===== config.mk =====
export PLATFORM = sky130hd
export DESIGN_NAME = alu_cmd_sequencer
export DESIGN_NICKNAME = d
export VERILOG_FILES = /design/src/rtl/alu_seq_pkg.sv /design/src/rtl/sync_fifo.sv /design/src/rtl/alu_cmd_sequencer.sv
export SDC_FILE = /design/constraint.sdc
export NUM_CORES = 1
export LEC_CHECK = 0
export ABC_AREA = 1
export CAP_MARGIN = 20
export CORE_UTILIZATION = 52
export CTS_CLUSTER_DIAMETER = 120
export CTS_CLUSTER_SIZE = 12
export DETAILED_ROUTE_END_ITERATION = 8
export PLACE_DENSITY = 0.74
export REMOVE_ABC_BUFFERS = 1
export SYNTH_ARGS = -nofsm -noshare
export SYNTH_HDL_FRONTEND = slang
export SYNTH_SLANG_ARGS = --single-unit

===== constraint.sdc =====
create_clock -name clk -period 5.5 [get_ports clk]
set_input_delay 1.375 -clock clk [delete_from_list [all_inputs] [get_ports clk]]
set_output_delay 1.375 -clock clk [all_outputs]
set_load 0.1 [all_outputs]

===== src/rtl/alu_seq_pkg.sv =====
// Shared types and widths for the ALU command sequencer.
//   DATA_W : ALU operand width (results are 2*DATA_W wide)
//   OP_W   : ALU opcode width
//   cmd_t  : one buffered command {op, a, b}
//   res_t  : one captured result {op, y, carry, zero}
//   tag_t  : one in-flight marker {valid, op}
package alu_seq_pkg;

  localparam int DATA_W = 8;
  localparam int OP_W   = 4;

  typedef struct packed {
    logic [OP_W-1:0]   op;
    logic [DATA_W-1:0] a;
    logic [DATA_W-1:0] b;
  } cmd_t;

  typedef struct packed {
    logic [OP_W-1:0]     op;
    logic [2*DATA_W-1:0] y;
    logic                carry;
    logic                zero;
  } res_t;

  typedef struct packed {
    logic            valid;
    logic [OP_W-1:0] op;
  } tag_t;

endpackage


===== src/rtl/sync_fifo.sv =====
// Synchronous FIFO with wrap-bit pointers and a combinational read port.
//   clk, rst_n : clock, asynchronous active-low reset
//   push/wdata : write request and data (ignored when full)
//   pop        : read request (ignored when empty); rdata shows the head
//   full/empty : status flags derived from the pointers
//   count      : current occupancy, 0..DEPTH
module sync_fifo #(
  parameter int WIDTH = 8,
  parameter int DEPTH = 4
) (
  input  logic                       clk,
  input  logic                       rst_n,
  input  logic                       push,
  input  logic [WIDTH-1:0]           wdata,
  input  logic                       pop,
  output logic [WIDTH-1:0]           rdata,
  output logic                       full,
  output logic                       empty,
  output logic [$clog2(DEPTH):0]     count
);

  localparam int AW = $clog2(DEPTH);
  localparam int PW = AW + 1;

  logic [WIDTH-1:0] mem_q [DEPTH];
  logic [PW-1:0]    wr_ptr_q, wr_ptr_d;
  logic [PW-1:0]    rd_ptr_q, rd_ptr_d;
  logic             do_push, do_pop;

  always_comb begin
    // The extra MSB distinguishes "same slot, same lap" (empty) from
    // "same slot, one lap apart" (full).
    empty    = (wr_ptr_q == rd_ptr_q);
    full     = (wr_ptr_q[AW] != rd_ptr_q[AW]) &&
               (wr_ptr_q[AW-1:0] == rd_ptr_q[AW-1:0]);
    count    = wr_ptr_q - rd_ptr_q;
    do_push  = push & ~full;
    do_pop   = pop & ~empty;
    wr_ptr_d = wr_ptr_q + PW'(do_push);
    rd_ptr_d = rd_ptr_q + PW'(do_pop);
    rdata    = mem_q[rd_ptr_q[AW-1:0]];
  end

  // NOTE: sequential state uses non-blocking assignments so every flop
  // samples pre-edge values regardless of process evaluation order.
  always_ff @(posedge clk or negedge rst_n) begin
    if (!rst_n) begin
      wr_ptr_q <= '0;
      rd_ptr_q <= '0;
    end else begin
      wr_ptr_q <= wr_ptr_d;
      rd_ptr_q <= rd_ptr_d;
    end
  end

  // NOTE: storage is deliberately not reset; the pointers alone define
  // which entries are meaningful, and an unreset array maps to plain RAM.
  always_ff @(posedge clk) begin
    if (do_push) mem_q[wr_ptr_q[AW-1:0]] <= wdata;
  end

endmodule


===== src/rtl/alu_cmd_sequencer.sv =====
// Upstream feeder for the 8-bit ALU.
//   cmd_valid/cmd_ready/cmd_op/cmd_a/cmd_b : command input (valid/ready)
//   alu_a/alu_b/alu_s/alu_en               : drive the ALU; alu_en pulses
//                                            once per issued command
//   alu_y/alu_carry/alu_zero               : ALU outputs, ALU_LAT cycles
//                                            after the ALU samples en
//   res_valid/res_ready/res_y/res_carry/
//   res_zero/res_op                        : result output (valid/ready)
//   busy                                   : work buffered, in flight or
//                                            waiting to be consumed
// Commands are issued only against a credit: one credit per free result
// FIFO slot not already claimed by an in-flight command, so a captured
// result always has somewhere to go even when the consumer stalls.
module alu_cmd_sequencer
  import alu_seq_pkg::*;
#(
  parameter int CMD_DEPTH = 4,
  parameter int RES_DEPTH = 4,
  parameter int ALU_LAT   = 1
) (
  input  logic                clk,
  input  logic                rst_n,
  input  logic                cmd_valid,
  output logic                cmd_ready,
  input  logic [OP_W-1:0]     cmd_op,
  input  logic [DATA_W-1:0]   cmd_a,
  input  logic [DATA_W-1:0]   cmd_b,
  output logic [DATA_W-1:0]   alu_a,
  output logic [DATA_W-1:0]   alu_b,
  output logic [OP_W-1:0]     alu_s,
  output logic                alu_en,
  input  logic [2*DATA_W-1:0] alu_y,
  input  logic                alu_carry,
  input  logic                alu_zero,
  output logic                res_valid,
  input  logic                res_ready,
  output logic [2*DATA_W-1:0] res_y,
  output logic                res_carry,
  output logic                res_zero,
  output logic [OP_W-1:0]     res_op,
  output logic                busy
);

  localparam int CRED_W = $clog2(RES_DEPTH + 1);
  localparam int CMD_CW = $clog2(CMD_DEPTH) + 1;
  localparam int RES_CW = $clog2(RES_DEPTH) + 1;

  cmd_t              cmd_wdata, cmd_head;
  logic              cmd_push, cmd_pop, cmd_full, cmd_empty;
  logic [CMD_CW-1:0] cmd_count, cmd_count_nxt;

  res_t              res_wdata, res_head;
  logic              res_push, res_pop, res_full, res_empty;
  logic [RES_CW-1:0] res_count;

  logic              cmd_ready_q, cmd_ready_d;
  logic [CRED_W-1:0] credits_q, credits_d;
  cmd_t              hold_q, hold_d;
  tag_t              tag_q [ALU_LAT];
  tag_t              tag_d [ALU_LAT];
  logic              issue;
  logic              tag_busy;
  logic              unused_ok;

  sync_fifo #(.WIDTH($bits(cmd_t)), .DEPTH(CMD_DEPTH)) u_cmd_fifo (
    .clk   (clk),
    .rst_n (rst_n),
    .push  (cmd_push),
    .wdata (cmd_wdata),
    .pop   (cmd_pop),
    .rdata (cmd_head),
    .full  (cmd_full),
    .empty (cmd_empty),
    .count (cmd_count)
  );

  sync_fifo #(.WIDTH($bits(res_t)), .DEPTH(RES_DEPTH)) u_res_fifo (
    .clk   (clk),
    .rst_n (rst_n),
    .push  (res_push),
    .wdata (res_wdata),
    .pop   (res_pop),
    .rdata (res_head),
    .full  (res_full),
    .empty (res_empty),
    .count (res_count)
  );

  always_comb begin
    // NOTE: every variable gets a value on every path through this block
    // (defaults first), otherwise synthesis infers a latch.
    tag_busy  = 1'b0;
    cmd_push  = cmd_valid & cmd_ready_q;
    cmd_wdata = '{op: cmd_op, a: cmd_a, b: cmd_b};
    res_pop   = ~res_empty & res_ready;

    // A result leaving this cycle frees a slot, so a zero credit count
    // can still issue: the new result lands at least one edge later.
    issue   = ~cmd_empty & ((credits_q != '0) | res_pop);
    cmd_pop = issue;

    credits_d = credits_q - CRED_W'(issue) + CRED_W'(res_pop);

    // cmd_ready is registered: predict fullness after this edge.
    cmd_count_nxt = cmd_count + CMD_CW'(cmd_push) - CMD_CW'(cmd_pop);
    cmd_ready_d   = (cmd_count_nxt != CMD_CW'(CMD_DEPTH));

    hold_d = issue ? cmd_head : hold_q;

    // Stage 0 of the tag pipe is the issue cycle itself; tag_q holds the
    // remaining ALU_LAT stages, and the last one lines up with alu_y.
    tag_d[0] = '{valid: issue, op: issue ? cmd_head.op : '0};
    for (int i = 1; i < ALU_LAT; i++) tag_d[i] = tag_q[i-1];
    for (int i = 0; i < ALU_LAT; i++) tag_busy = tag_busy | tag_q[i].valid;

    res_push  = tag_q[ALU_LAT-1].valid;
    res_wdata = '{op: tag_q[ALU_LAT-1].op, y: alu_y,
                  carry: alu_carry, zero: alu_zero};
  end

  always_ff @(posedge clk or negedge rst_n) begin
    if (!rst_n) begin
      cmd_ready_q <= 1'b0;
      credits_q   <= CRED_W'(RES_DEPTH);
      hold_q      <= '0;
      for (int i = 0; i < ALU_LAT; i++) tag_q[i] <= '0;
    end else begin
      cmd_ready_q <= cmd_ready_d;
      credits_q   <= credits_d;
      hold_q      <= hold_d;
      for (int i = 0; i < ALU_LAT; i++) tag_q[i] <= tag_d[i];
    end
  end

  // Operands follow the FIFO head in the issue cycle and hold otherwise.
  assign alu_en    = issue;
  assign alu_a     = hold_d.a;
  assign alu_b     = hold_d.b;
  assign alu_s     = hold_d.op;
  assign cmd_ready = cmd_ready_q;

  // Head fields are masked so an empty FIFO never exposes stale storage.
  assign res_valid = ~res_empty;
  assign res_y     = res_valid ? res_head.y     : '0;
  assign res_carry = res_valid ? res_head.carry : 1'b0;
  assign res_zero  = res_valid ? res_head.zero  : 1'b0;
  assign res_op    = res_valid ? res_head.op    : '0;

  assign busy = ~cmd_empty | tag_busy | ~res_empty;

  // Status the credit scheme makes redundant.
  assign unused_ok = ^{cmd_full, res_full, res_count};

endmodule


* Word level (Yosys, flattened, before mapping)
Memory sizes are Yosys's and may differ from the RTL's. Index checks and enable logic that the tools add are counted.
Word-level totals: flip-flop bits (word level) 41, memory bits (writable) 168, input port bits 42, output and inout bits 46, memories kept 2
Memory list:
- u_res_fifo.mem_q | words 4, width 22, rd ports 1, clocked after memory_dff 0, wr ports 1, RTL line sync_fifo.sv:25 | logic [WIDTH-1:0] mem_q [DEPTH];
- u_cmd_fifo.mem_q | words 4, width 20, rd ports 1, clocked after memory_dff 0, wr ports 1, RTL line sync_fifo.sv:25
Cells by class: $add $sub $neg 9, eq/ne operators 7, mux-type cells 10, bitwise logic cells 14, reductions and logical operators 3
Operator list (number):
- $mux 20 | 1
- $add 3x1->3 | 6
- $mux 16 | 1
- $mux 4 | 2
- $and 1x1->1 | 7
- $eq 3x3->1 | 2
- $mux 1 | 6
- $sub 3x1->3 | 2
- $eq 2x2->1 | 2
- $not 1->1 | 4
- $ne 3x3->1 const B | 1
- $or 1x1->1 | 3
- $reduce_bool 3->1 | 1
- $sub 3x3->3 | 1
- $logic_and 1x1->1 | 2
- $ne 1x1->1 | 2

* Depth between registers and ports, before layout
Gate-level depths: netlist (run 1).
depth after elaboration 7, gate-level depth with buffers 17, mapped depth without buffers 15

* Modules after synthesis
From an unflattened synthesis (run 1), not the netlist that was laid out.
Second synthesis, totals: cells, all modules 757, area total of the unflattened synthesis 8884.8 µm²
By module, submodules not included:
- sync_fifo at u_res_fifo | instances 1, cells an instance 300, area each 3926.3 µm², seq. area each 2792.7 µm²
- sync_fifo at u_cmd_fifo | instances 1, cells an instance 277, area each 3534.6 µm², seq. area each 2552.4 µm²
- alu_cmd_sequencer | instances 1, cells an instance 180, area each 1423.9 µm², seq. area each 726.9 µm²

* Worst setup path after synthesis (run 1)
OpenSTA, ideal clock, no wires.
kind input -> register, from in res_ready, to reg cmd_ready_q (netlist: cmd_ready), library setup time 0.122 ns, arrival time 3.733 ns, path slack 1.645 ns, stages 12, cells stage by stage nand2_2 -> nand2_2 -> nand2_4 -> buf_6 -> inv_1 -> fa_1 -> fa_1 -> inv_1 -> ha_1 -> xor2_1 -> xnor2_1 -> nand2_1
On the way: longest elaborated chain between the ends 5
RTL lines:
- from (decl) | RTL line alu_cmd_sequencer.sv:36 | input logic res_ready,
- $and 1x1->1 | RTL line alu_cmd_sequencer.sv:95 | res_pop = ~res_empty & res_ready;
- $or 1x1->1 | RTL line alu_cmd_sequencer.sv:99 | issue = ~cmd_empty & ((credits_q != '0) | res_pop);
- $and 1x1->1 | RTL line alu_cmd_sequencer.sv:99
- via alu_en | RTL line alu_cmd_sequencer.sv:31 | output logic alu_en,
- $sub 3x1->3 | RTL line alu_cmd_sequencer.sv:105 | cmd_count_nxt = cmd_count + CMD_CW'(cmd_push) - CMD_CW'(cmd_pop);
- $ne 3x3->1 | RTL line alu_cmd_sequencer.sv:106 | cmd_ready_d = (cmd_count_nxt != CMD_CW'(CMD_DEPTH));
- via cmd_ready_d | RTL line alu_cmd_sequencer.sv:56 | logic cmd_ready_q, cmd_ready_d;
- to (signal assigned) | RTL line alu_cmd_sequencer.sv:128 | cmd_ready_q <= cmd_ready_d;
- to (decl) | RTL line alu_cmd_sequencer.sv:56
The timed path passes the listed nets, and every way through them passes these cells.

* Worst setup path after layout (run 1)
from reg u_res_fifo.rd_ptr_q[0], to out alu_b[7]
On the way: longest elaborated chain between the ends 6
RTL lines:
- from (decl) | RTL line sync_fifo.sv:27 | logic [PW-1:0] rd_ptr_q, rd_ptr_d;
- from (signal assigned) | RTL line sync_fifo.sv:52 | rd_ptr_q <= rd_ptr_d;
- $eq 3x3->1 | RTL line sync_fifo.sv:33 | empty = (wr_ptr_q == rd_ptr_q);
- $not 1->1 | RTL line alu_cmd_sequencer.sv:95
- $and 1x1->1 | RTL line alu_cmd_sequencer.sv:95
- $or 1x1->1 | RTL line alu_cmd_sequencer.sv:99
- $and 1x1->1 | RTL line alu_cmd_sequencer.sv:99
- $mux 20 | RTL line alu_cmd_sequencer.sv:108 | hold_d = issue ? cmd_head : hold_q;
- to (decl) | RTL line alu_cmd_sequencer.sv:29 | output logic [DATA_W-1:0] alu_b,
Every way passes these cells.

==> results_dict.tcl, run 1 <==
set metrics [dict create \
    status "finished, final reports clean" \
    globalRouteMet3Util_pct 2.96 \
    vias_per_cell 5.39 \
    clock_latency_ps 480 \
    initial_core_util_pct 53.7 \
    ys_seq_area_share_pct 73.6 \
    portBuffers 87 \
    die_y_um 128 \
    holdCritPathClass "register to register" \
    grt_max_degree 47 \
    n_antenna_cell 0 \
    maxSlewHeadroom_pct 36.0 \
    path_cells "buf_4, nand2_1, nand2_2, nand3_4, nand2_2, nand2_2, nand2_4, nand2_1, nand2_1, buf_4" \
    crit_family "simple AND/OR/NAND/NOR gates" \
    netlist.area_leader.share_pct 61.1 \
    grt_pass1_wl_um 25400 \
    slowest_stage "buf_4" \
    netlist_instances 648 \
    clock_tree.buffer_depth 3 \
    arrival_ps 3190 \
    ios 88 \
    utilization_pct 64.2 \
    drt_wl_total_um 16300 \
    dp_hpwl_um 9390 \
    clock_sinks 209 \
    cts_tree "yes" \
    place.gp.congestion 0.764 \
    ant_nets 0 \
    htreeDepth 1 \
    cts_root_buffer "clkbuf_16" \
    netlist_area_um2 8250 \
    cp-end-kind "output port" \
    rrSetupSlack_ps 1430 \
    fmax_mhz 219 \
    use_met2_pct 37.0 \
    slew_violations 0 \
    wl_per_cell_um 16.9 \
    worst-path-max-fanout 46 \
    drive_above_1_share_pct 12.9 \
    post-cts-setup-buffers 0 \
    route.detailed.drc 0 \
    fillers 1147 \
    yosys_warnings 0 \
    grt.busiest_layer "met2" \
    track_usage_pct 20.1 \
    ys_ff_latch 209 \
    coreArea_um2 15400 \
    antenna_found_initial 0 \
    drt-pass1-iter-count 4 \
    synth_top_area_cell "edfxtp_1" \
    cpPeakStageDelay_ps 410 \
    path_class "register to output port" \
    grt_overflow 0 \
    die_w_um 128 \
    startpoint_type "register" \
    cts_hold_buf 0 \
    hold_slack_ps 466 \
    yosys-top-cells-area "edfxtp_1, dfrtp_1, o21ai_0" \
    clock_skew_ps 6.60 \
    cts_resized 0 \
    drt_iter0_drc 396 \
    syn_to_final_growth_pct 19.6 \
    drv_cap 0 \
    nets 795 \
    fin_crit_ps 4570 \
    yosysUniqueCellTypes 25 \
    cts_made_buffers 21 \
    worst_slew_pin_slew_ps 958 \
    grt_pass1_vias 5249 \
    vias 5189 \
    setup_viol 0 \
    crit_required_ps 4120 \
    rsz0062_at_grt "no" \
    fin_crit_sh_pct 83.1 \
    grt_use_met1_pct 24.3 \
    tns_ps 0 \
    cts.clk_slew.worst_paths_ps 60 \
    avgSynthCellArea_um2 12.7 \
    hold_viol 0 \
    rows 45 \
    critPathBufInv 2 \
    die_area_um2 16400 \
]
[synthesized netlist by cell type (all sizes together)]
library cell / instances
buf: 12
clkbuf: 22
inv: 47
o22ai: 38
edfxtp: 168
dfrtp: 40
dfstp: 1
o21ai: 85
xnor2: 5
nor2: 93
nand2: 82
nand4: 1
nor3: 9
ha: 13
xor2: 6
fa: 3
nand3: 22
or3: 1
[flip-flops by register name, summed over array words and instances (netlist names), 3 cells and up]
name                 cells
credits_q                3
u_res_fifo.mem_q        88
u_res_fifo.rd_ptr_q      3
res_wdata                4
u_cmd_fifo.mem_q        80
u_res_fifo.wr_ptr_q      3
u_cmd_fifo.rd_ptr_q      3
u_cmd_fifo.wr_ptr_q      3
hold_q                  20
[cell families (layout without fill, tap and decap cells)]
family	after synthesis	after routing	share of synthesized area, %
compound gates	123	123	8.04
xor+xnor	11	11	1.17
fa+ha+maj	16	16	2.70
buf+inv	81	184	4.18
flops	209	209	73.6
simple gates	208	208	10.3
[layout make-up]
class,count,area [um2],area share (%)
tap,211,264,2.67
multi-input combinational,358,1870,19.0
clock buffer,36,582,5.89
clock inverter,1,8.76,0.0887
timing repair buffer,100,891,9.03
inverter,47,179,1.81
sequential,209,6070,61.5
[metrics by stage]
stage,cell area [um2],instances,setup WS (ps)
final,9870,962,931
after global routing,9870,962,696
after CTS,9830,960,455
after detailed placement,9240,923,947
after global placement,9240,923,970
after floorplan,8090,614,949
[per-layer routing]
| layer | up-vias | part of all wire [%] |
|---|---|---|
| met5 | - | 0 |
| met4 | 0 | 2.3 |
| met3 | 24 | 5.6 |
| met2 | 178 | 52 |
| met1 | 2540 | 41 |
| li1 | 2447 | - |
[cell usage in the layout (no fill, tap or decap), types with 5 or more instances in the layout]
cell type / count
inv_1: 45
edfxtp_1: 168
ha_1: 13
clkbuf_16: 21
nor2_1: 93
nand2_1: 78
clkbuf_1: 15
o22ai_1: 38
nand3_1: 21
buf_4: 55
nor3_2: 8
dfrtp_1: 40
xor2_1: 6
xnor2_1: 5
o21ai_0: 85
clkdlybuf4s50_1: 41
[path summary, 6_finish.rpt]
path                                              from                     end  cells after the start
worst max register to register  u_res_fifo.rd_ptr_q[0]               cmd_ready                     15
worst min-delay path                         hold_q[3]               hold_q[3]                      2
min in group asynchronous                        rst_n  u_cmd_fifo.wr_ptr_q[0]                      1
worst max-delay path            u_res_fifo.rd_ptr_q[0]                alu_b[7]                     10
max in group asynchronous                        rst_n               hold_q[3]                      1
worst min register to register               hold_q[3]               hold_q[3]                      2
[worst reg2reg max path, stage by stage (launching register included)]
cell and delay [ps]:
dfrtp_1 380, buf_4 410, nand2_1 120, nand2_2 120, nand3_4 290, nand2_2 170, nand2_2 300, nand2_4 390
inv_1 220, fa_1 450, fa_1 490, inv_1 50, ha_1 190, xor2_1 160, xnor2_1 140, nand2_1 60
Power of run 1 is left out: the tool's default activity adds up to more than one toggle a clock period on the data nets, which glitch-free logic cannot reach.
==> run 2, diff against run 1 <==
- clock period: 5.5 -> 4.4 ns (I/O delays scaled with it)
==> run 2 against run 1 <==
Net effect: worst hold slack better by 20 ps; wire length down 1.4%; critical path depth unchanged; non-clock buffer count is 3 higher; cell count is 0.31% higher; critical endpoint is now alu_s[2]; register-to-register slack got worse by 670 ps; design area grew 5.4%; first-iteration DRC count is 29% lower; global-route usage rose by 0.52 points.
==> results_dict.tcl, run 2 (same netlist as run 1, synthesis figures left out) <==
set metrics [dict create \
    critPathBufInv 3 \
    cp-end-kind "output port" \
    die_area_um2 16400 \
    cts_hold_buf 0 \
    wl_per_cell_um 16.6 \
    die_y_um 128 \
    fin_area_um2 10400 \
    hold_viol 0 \
    rows 45 \
    arrival_ps 2780 \
    n_antenna_cell 0 \
    use_met2_pct 35.5 \
    drt_iter0_drc 280 \
    slowest_stage "buf_4" \
    grt_max_degree 47 \
    cts_made_buffers 21 \
    grt_use_met1_pct 26.5 \
    fin_crit_sh_pct 88.1 \
    post_dp_cell_area_um2 9810 \
    rrSetupSlack_ps 760 \
    die_w_um 128 \
    most-common-layout-cells "edfxtp_1, nor2_1, o21ai_0" \
    grt_overflow 0 \
    route.detailed.drc 0 \
    path_class "register to output port" \
    portBuffers 87 \
    track_usage_pct 20.6 \
    htreeDepth 1 \
    clock_sinks 209 \
    antenna_found_initial 0 \
    worstHoldStart "u_cmd_fifo.wr_ptr_q[2]" \
    placed_cells 928 \
    clock_skew_ps 8.96 \
    path_cells "buf_4, nand2_1, nand2_2, nand3_4, nand2_2, nand2_2, buf_4, nand3_1, nand2_1, buf_12" \
    largest_reg_flops 88 \
    fin_crit_ps 3880 \
    ios 88 \
    place.gp.congestion 0.783 \
    dp_hpwl_um 9470 \
    startpoint "u_res_fifo.rd_ptr_q[0]" \
    status "finished, final reports clean" \
    setup_viol 0 \
    holdCritPathClass "register to register" \
    grt_pass1_vias 5194 \
    regArea_um2 6070 \
    fmax_mhz 258 \
    globalRouteMet3Util_pct 3.80 \
    slew_violations 0 \
    worst_slew_pin_slew_ps 962 \
    cts_tree "yes" \
    cpPeakStageDelay_ps 410 \
    clock_latency_ps 480 \
    drt_wl_total_um 16100 \
    worst-path-max-fanout 46 \
    cts_root_buffer "clkbuf_16" \
    fillers 1083 \
    cts_resized 0 \
    crit_top_cell "nand2_2" \
    cts.clk_slew.worst_paths_ps 60 \
    crit_required_ps 3300 \
    final_common_cell "edfxtp_1" \
    grt.busiest_layer "met2" \
    drv_cap 0 \
    multi_input_area_um2 1870 \
    ant_nets 0 \
    drive_above_1_share_pct 13.3 \
    hold_slack_ps 486 \
    vias_per_cell 5.34 \
    rsz0062_at_grt "no" \
    coreArea_um2 15400 \
    initial_core_util_pct 53.7 \
    nets 798 \
    drt-pass1-iter-count 4 \
    startpoint_type "register" \
    grt_pass1_wl_um 25800 \
    instances_no_fill 965 \
    post-cts-setup-buffers 0 \
    clock_tree.buffer_depth 3 \
    crit_family "simple AND/OR/NAND/NOR gates" \
    syn_to_final_growth_pct 26.1 \
    r2r-start "u_res_fifo.rd_ptr_q[0]" \
    vias 5154 \
    maxSlewHeadroom_pct 35.6 \
]
-- run 2: cell types whose count changed in the layout (fill, tap and decap cells not counted), sizes merged --
cell  previous run  this run
buf             59        62
-- run 2: final timing paths --
kind,depth (start not counted),endpoint
max,10,alu_s[2]
min,1,u_cmd_fifo.wr_ptr_q[2]
max reg2reg,15,cmd_ready
min reg2reg,1,u_cmd_fifo.wr_ptr_q[2]
max in group asynchronous,1,hold_q[12]
min in group asynchronous,1,u_cmd_fifo.wr_ptr_q[2]
-- run 2: area by class of cell --
cell class,count,share of cell area [%]
multi-input cells,358,18.0
clock buffers,36,5.59
well taps,211,2.54
clock inverters,1,0.0842
repair buffers,103,13.7
flip-flops and latches,209,58.4
inverters,47,1.72
-- run 2: metrics by stage --
step | TNS, ps | util, % | worst slack [ps]
after floorplan | -151 | - | -151
after global placement | 0 | 63.8 | 641
after detailed placement | 0 | 63.8 | 598
after CTS | 0 | 67.7 | 489
after global routing | 0 | 67.7 | 292
final | 0 | 67.7 | 523
-- run 2: per-layer routing --
layer  wire length, um  part of all wire, %
met3               951                  5.9
met4               400                  2.5
met2              8040                   50
met1              6660                   41
met5                 0                    0
Power of run 2 is left out for the same reason.
